## src/rtl/ct_mod_var.sv

```systemverilog
// Runtime-configurable modulo counter (up/down, load, range base, wrap pulse, cascade tc).
// Optional macro CT_BCD_OUT_EN adds a registered two-digit BCD copy of the count.
module ct_mod_var #(
    parameter int W     = 7,
    parameter int N_DEF = 60,
    parameter int START = 0
) (
    input  logic         clk,
    input  logic         rst,
    input  logic         clr,
    input  logic         en,
    input  logic         dn,
    input  logic         ld,
    input  logic [W-1:0] ld_val,
    input  logic [W-1:0] mod_in,
    output logic [W-1:0] ct_out,
    output logic         wrap,
    output logic         tc,
    output logic         at_top
`ifdef CT_BCD_OUT_EN
    ,
    output logic [7:0]   bcd_out
`endif
);

    localparam logic [W:0]   START_X = (W+1)'(START);
    localparam logic [W:0]   NDEF_X  = (W+1)'(N_DEF);
    localparam logic [W:0]   MAX_X   = {1'b0, {W{1'b1}}};
    localparam logic [W:0]   ONE_X   = (W+1)'(1);
    localparam logic [W-1:0] START_V = W'(START);
    localparam logic [W-1:0] ONE_V   = W'(1);

    generate
        if (START < 0 || N_DEF < 1 || START + N_DEF - 1 > (2 ** W) - 1) begin : g_param_check
            $error("ct_mod_var: START + N_DEF - 1 must fit in W bits");
        end
    endgenerate

    logic [W:0]   m_x;
    logic [W:0]   top_sum;
    logic [W:0]   top_x;
    logic [W:0]   ct_x;
    logic [W:0]   ld_x;
    logic         ld_ok;
    logic [W-1:0] next_ct;
    logic         next_wrap;

    // Range math is one bit wider so START + M - 1 cannot overflow before clamping.
    always_comb begin
        m_x     = (mod_in == '0) ? NDEF_X : {1'b0, mod_in};
        top_sum = START_X + m_x - ONE_X;
        top_x   = (top_sum > MAX_X) ? MAX_X : top_sum;
    end

    assign ct_x   = {1'b0, ct_out};
    assign ld_x   = {1'b0, ld_val};
    assign ld_ok  = (ld_x >= START_X) && (ld_x <= top_x);
    assign at_top = (ct_x == top_x);
    assign tc     = en & (dn ? (ct_out == START_V) : (ct_x == top_x));

    always_comb begin
        next_ct   = ct_out;
        next_wrap = 1'b0;
        if (clr) begin
            next_ct = START_V;
        end else if (ld) begin
            next_ct = ld_ok ? ld_val : START_V;
        end else if (en) begin
            if (!dn) begin
                if (ct_x >= top_x) begin
                    next_ct   = START_V;
                    next_wrap = 1'b1;
                end else begin
                    next_ct = ct_out + ONE_V;
                end
            end else begin
                // A value stranded above a freshly lowered TOP also wraps to TOP.
                if (ct_x <= START_X || ct_x > top_x) begin
                    next_ct   = top_x[W-1:0];
                    next_wrap = 1'b1;
                end else begin
                    next_ct = ct_out - ONE_V;
                end
            end
        end
    end

`ifdef CT_BCD_OUT_EN
    function automatic logic [7:0] to_bcd(input logic [W-1:0] v);
        int unsigned iv;
        iv = 32'(v);
        if (iv > 99) return 8'h99;
        return {4'(iv / 10), 4'(iv % 10)};
    endfunction

    always_ff @(posedge clk) begin
        if (rst) bcd_out <= to_bcd(START_V);
        else     bcd_out <= to_bcd(next_ct);
    end
`endif

    always_ff @(posedge clk) begin
        if (rst) begin
            ct_out <= START_V;
            wrap   <= 1'b0;
        end else begin
            ct_out <= next_ct;
            wrap   <= next_wrap;
        end
    end

endmodule

```

## config.mk

```make
export PLATFORM = sky130hd
export DESIGN_NAME = ct_mod_var
export DESIGN_NICKNAME = d
export VERILOG_FILES = /design/src/rtl/ct_mod_var.sv
export SDC_FILE = /design/constraint.sdc
export NUM_CORES = 1
export LEC_CHECK = 0
export BUFFER_PORTS_ARGS = -buffer_cell sky130_fd_sc_hd__buf_2
export CAP_MARGIN = 10
export CORE_ASPECT_RATIO = 2
export CORE_MARGIN = 4
export CORE_UTILIZATION = 30
export DETAILED_ROUTE_END_ITERATION = 6
export GPL_TIMING_DRIVEN = 0
export PLACE_DENSITY = 0.46
export SYNTH_ARGS = -nofsm -noshare
export SYNTH_HDL_FRONTEND = slang
export SYNTH_SLANG_ARGS = --single-unit
```

## constraint.sdc

```tcl
create_clock -name clk -period 12.95 [get_ports clk]
set_clock_uncertainty 0.2 [all_clocks]
set_input_delay 1.9425 -clock clk [delete_from_list [all_inputs] [get_ports clk]]
set_output_delay 1.9425 -clock clk [all_outputs]
set_load 0.03 [all_outputs]
```

Yosys cells after proc, flatten, opt, wreduce, memory -nomap -nowiden
Index checks and enable logic that the tools add are counted.
{"block": "word_totals", "register_bits": 8, "in_bits": 20, "output_inout_bits": 10, "word_cells": 33}
{"block": "classes", "addsub": 3, "n_lt_le_gt_ge": 6, "n_eq_ne": 1, "n_mux": 12, "bitwise_logic": 2, "reduce_logical": 7}
{"cell": "two-way mux 7 bit", "count": 7}
{"cell": "logical NOT 7 bit", "count": 2}
{"cell": "equality test 7 x 8 -> 1 bit", "count": 1}
{"cell": ">= comparator 7 x 8 -> 1 bit", "count": 1}
{"cell": "greater-than comparator 7 x 8 -> 1 bit", "count": 1}
{"cell": "greater-than comparator 8 x 7 -> 1 bit (second input constant)", "count": 1}
{"cell": "<= comparator 7 x 8 -> 1 bit", "count": 1}
{"cell": "two-way mux 8 bit", "count": 1}
{"cell": "subtractor 7 x 1 -> 8 bit (second input constant)", "count": 1}
{"cell": "adder 7 x 1 -> 7 bit (second input constant)", "count": 1}
{"cell": ">= comparator 7 x 1 -> 1 bit (second input constant)", "count": 1}
{"cell": "<= comparator 7 x 1 -> 1 bit (second input constant)", "count": 1}
{"cell": "subtractor 7 x 1 -> 7 bit (second input constant)", "count": 1}
{"cell": "two-way mux 1 bit", "count": 4}
{"cell": "OR reduction 4 bit", "count": 1}
{"cell": "nonzero test 2 bit", "count": 1}
{"cell": "OR reduction 2 bit", "count": 1}
{"cell": "AND 1 bit", "count": 1}
{"cell": "logical AND 1 bit", "count": 1}
{"cell": "logical OR 1 bit", "count": 1}
{"cell": "NOT 1 bit", "count": 1}

Depth between registers and ports, before layout
{"block": "depth", "ltp_word": 11, "mapped_depth": 16}

Worst setup path after synthesis
No wires, ideal clock.
{"block": "synth_timing", "path_type": "input port to output port", "startpoint": "in mod_in[5]", "endpoint": "out tc", "arrival_time_ns": 4.679, "t_required_ns": 10.807, "path_slack_ns": 6.128, "cell_stages": 10, "path_cell_list": "or3_2 > or2_2 > o41a_1 > ha_1 > nand2_1 > or3_1 > mux2_2 > nor2_1 > a21o_1 > and2_1"}
{"block": "synth_via", "elab_chain_len": 8}
{"element": "from (decl)", "line": "15", "source": "input logic [W-1:0] mod_in,"}
{"element": "logical NOT 7 bit", "line": "50", "source": "m_x = (mod_in == '0) ? NDEF_X : {1'b0, mod_in};"}
{"element": "two-way mux 7 bit (*)", "line": "50"}
{"element": "subtractor 7 x 1 -> 8 bit (*)", "line": "51", "source": "top_sum = START_X + m_x - ONE_X;"}
{"element": "greater-than comparator 8 x 7 -> 1 bit", "line": "52", "source": "top_x = (top_sum > MAX_X) ? MAX_X : top_sum;"}
{"element": "two-way mux 8 bit (*)", "line": "52"}
{"element": "equality test 7 x 8 -> 1 bit (*)", "line": "59", "source": "assign tc = en & (dn ? (ct_out == START_V) : (ct_x == top_x));"}
{"element": "two-way mux 1 bit (*)", "line": "59"}
{"element": "AND 1 bit (*)", "line": "59"}
{"element": "to (decl)", "line": "18", "source": "output logic tc,"}
Mark *: on every way between the ends. The rest lies on a longest branch, timed or not.

Worst setup path after layout
Same ends and word-level chain as after synthesis.

==> impl_metrics.py <==
metrics = {
    "outcome": {
        "outcome": "finished clean",
    },
    "power": {
        "power_frac_comb_pct": 48.8,
        "seq_power_share_pct": 24.9,
        "clockPowerShare_pct": 26.3,
        "ir_drop_uv": 45.4,
        "swShare_pct": 40.9,
        "power_density_nw_per_um2": 73.1,
        "p_leak_nw": 0.684,
        "p_int_uw": 68.2,
        "p_sw_uw": 47.3,
    },
    "synthesis": {
        "avgSynthCellArea_um2": 7.26,
        "synthSimpleGateAreaFrac_pct": 31.8,
        "ys_seq_area_share_pct": 12.0,
        "synth_fp_nets": 219,
        "syn_area_um2": 1340,
        "yosys_warnings": 0,
        "synth_top_family_by_area": "simple AND/OR/NAND/NOR gates",
        "synth_edf_count": 0,
        "async_reset_ff_share_pct": 0,
        "synth_xor_area_share_pct": 3.28,
        "synth_compound_area_share_pct": 31.7,
        "yosysUniqueCellTypes": 59,
        "synth_fa_ha_area_share_pct": 14.0,
        "ys_ff_latch": 8,
        "muxShareOfSynthArea_pct": 1.59,
        "synth-main-ff-cell": "dfxtp_1",
        "synthCells": 184,
    },
    "clock_network": {
        "cts-root-buf": "clkbuf_8",
        "cts_buffers": 3,
        "clk_latency_ps": 230,
        "clk_path_buf_depth": 2,
        "ctsHoldBuffers": 0,
        "htree_levels": 1,
        "cts_tree": "built",
        "cts_sinks": 8,
        "ctsResizeCount": 0,
        "post_cts_buffers": 0,
        "cts.clk_slew.worst_paths_ps": 40,
    },
    "die": {
        "io_pins": 30,
        "die_h_um": 102,
        "core_area_um2": 4340,
        "start_util_pct": 30.8,
        "rows": 34,
        "dieArea_um2": 5650,
        "die_x_um": 55.2,
    },
    "cells_and_area": {
        "fin_util_pct": 36.4,
        "nets": 251,
        "final_common_cell": "buf_2",
        "syn2layout_area_growth_pct": 18.3,
        "drive_gt1_share_pct": 21.0,
        "final_cell_mix": "29 x buf_2, 15 x nor2_1, 15 x nand2_1, 15 x ha_1, 13 x inv_1",
        "diodes": 0,
    },
    "timing": {
        "finalSetupViolCount": 0,
        "slew_violations": 0,
        "worst_pin_slew_ps": 726,
        "final_hold_viol_count": 0,
        "period_share_pct": 57.1,
        "rsz0062_at_grt": "no",
        "fin_crit_ps": 7390,
        "setup_tns_ps": 0,
        "slew_headroom_pct": 51.1,
        "clock.fmax_mhz": 135,
    },
    "placement": {
        "hpwl_mm": 4.09,
        "gp_congestion": 0.802,
        "port_buffers": 27,
    },
    "routing": {
        "dr.pass1.iters": 4,
        "drt_iter0_markers": 42,
        "num_vias": 1551,
        "antenna_left": 0,
        "wirelength_mm": 4.92,
        "viasPerCell": 5.79,
        "routedWlPerCell_um": 18.3,
        "drc": 0,
    },
    "global_route": {
        "antenna_found_initial": 0,
        "grt_pass1_wl_mm": 7.81,
        "grt_pass1_vias": 1538,
        "grt_max_degree": 11,
        "grt.overflow.total": 0,
        "track_usage_pct": 19.2,
    },
    "worst_setup_path": {
        "path_class": "in2out",
        "crit_path_top_delay_cell": "or3_2",
        "crit_fanout": 6,
        "crit_path_end_kind": "primary output",
        "crit_path_start_kind": "input port",
        "rr_worst_depth": 9,
        "critPathArrivalTime_ps": 5250,
        "path_cells": "buf_2 > or3_2 > or2_2 > o21ai_0 > a22oi_1 > ha_1 > and4_1 > buf_1 > nand4_1 > mux2_2 > nor2_1 > a21o_1 > and2_1 > buf_2",
        "worstPathRequired_ps": 10810,
        "crit_path_max_incr_delay_ps": 560,
        "cp_common_cell": "buf_2",
    },
    "run": {
        "max-cap-violations": 0,
    },
    "worst_hold_path": {
        "min_path_cells": 2,
        "hp-class": "reg2reg",
    },
}
power groups by stage:
stage                     combinational (mW)  clock (mW)  sequential, mW
after floorplan                       0.0368           0          0.0306
after detailed placement              0.0560           0          0.0291
after CTS                             0.0565      0.0309          0.0287
after global routing                  0.0624      0.0323          0.0290
after global placement                0.0562           0          0.0292
final                                 0.0563      0.0304          0.0287
path summary, 6_finish.rpt:
path	startpoint	to	slack [ps]
max	mod_in[5]	tc	5560
min	ct_out[1]	ct_out[1]	440
min reg2reg	ct_out[1]	ct_out[1]	440
max reg2reg	ct_out[5]	ct_out[0]	9760
per-layer routing:
metal / up-vias / wire (um) / GRT usage [%]
met3: 8 / 148 / 1.46
met1: 739 / 1750 / 19.4
met2: 35 / 2920 / 38.3
li1: 769 / - / -
met4: 0 / 94 / 5.43
met5: - / 0 / 0
cells by family after synthesis:
family / after synthesis
multiplexers: 2
buffers and inverters: 19
AO/OA/AOI/OAI: 57
adder cells (fa/ha/maj): 15
XOR/XNOR: 5
AND/OR/NAND/NOR: 78
flip-flops: 8
state kept, by name, summed over array words and instances, names as in the netlist:
name,count
ct_out,7
wrap,1
through the flow:
| step | instances | cell area (um2) | worst slack [ps] | hold WS (ps) | total power [mW] |
|---|---|---|---|---|---|
| finish | 268 | 1580 | 5560 | 443 | 0.115 |
| CTS | 268 | 1580 | 5570 | 436 | 0.116 |
| global placement | 265 | 1540 | 5550 | 431 | 0.0854 |
| detailed placement | 265 | 1540 | 5590 | 428 | 0.0851 |
| floorplan | 184 | 1340 | 6130 | 496 | 0.0673 |
| global route | 268 | 1580 | 5330 | 488 | 0.124 |
Yosys cell counts (4+ instances only):
| library cell | instances | share of area, % |
|---|---|---|
| nor3b_1 | 4 | 2.2 |
| o21ai_0 | 11 | 4.1 |
| dfxtp_1 | 8 | 12 |
| nor3_1 | 7 | 2.6 |
| nand3_1 | 8 | 3.0 |
| nand4_1 | 4 | 1.9 |
| ha_1 | 15 | 14 |
| nand2_1 | 15 | 4.2 |
| inv_1 | 13 | 3.7 |
| nor2_1 | 15 | 4.2 |
| o211ai_1 | 4 | 2.2 |
| a21oi_1 | 6 | 2.2 |
| a31oi_1 | 4 | 1.9 |
layout make-up:
cell class	count	area (um2)
Buffer	6	25.0
Clock buffer	3	41.3
Fill cell	497	2760
Inverter	13	48.8
Multi-Input combinational cell	157	1100
Sequential cell	8	160
Tap cell	54	67.6
Timing Repair Buffer	27	135
critical path, delay by kind of cell:
kind	cells	cell delay, ps
adders and majority gates	1	380
AOI/OAI and AO/OA	3	530
buffers and inverters	3	550
and+or+nand+nor	6	1520
muxes	1	330
No activity file was read; power rests on OpenSTA's default activity.
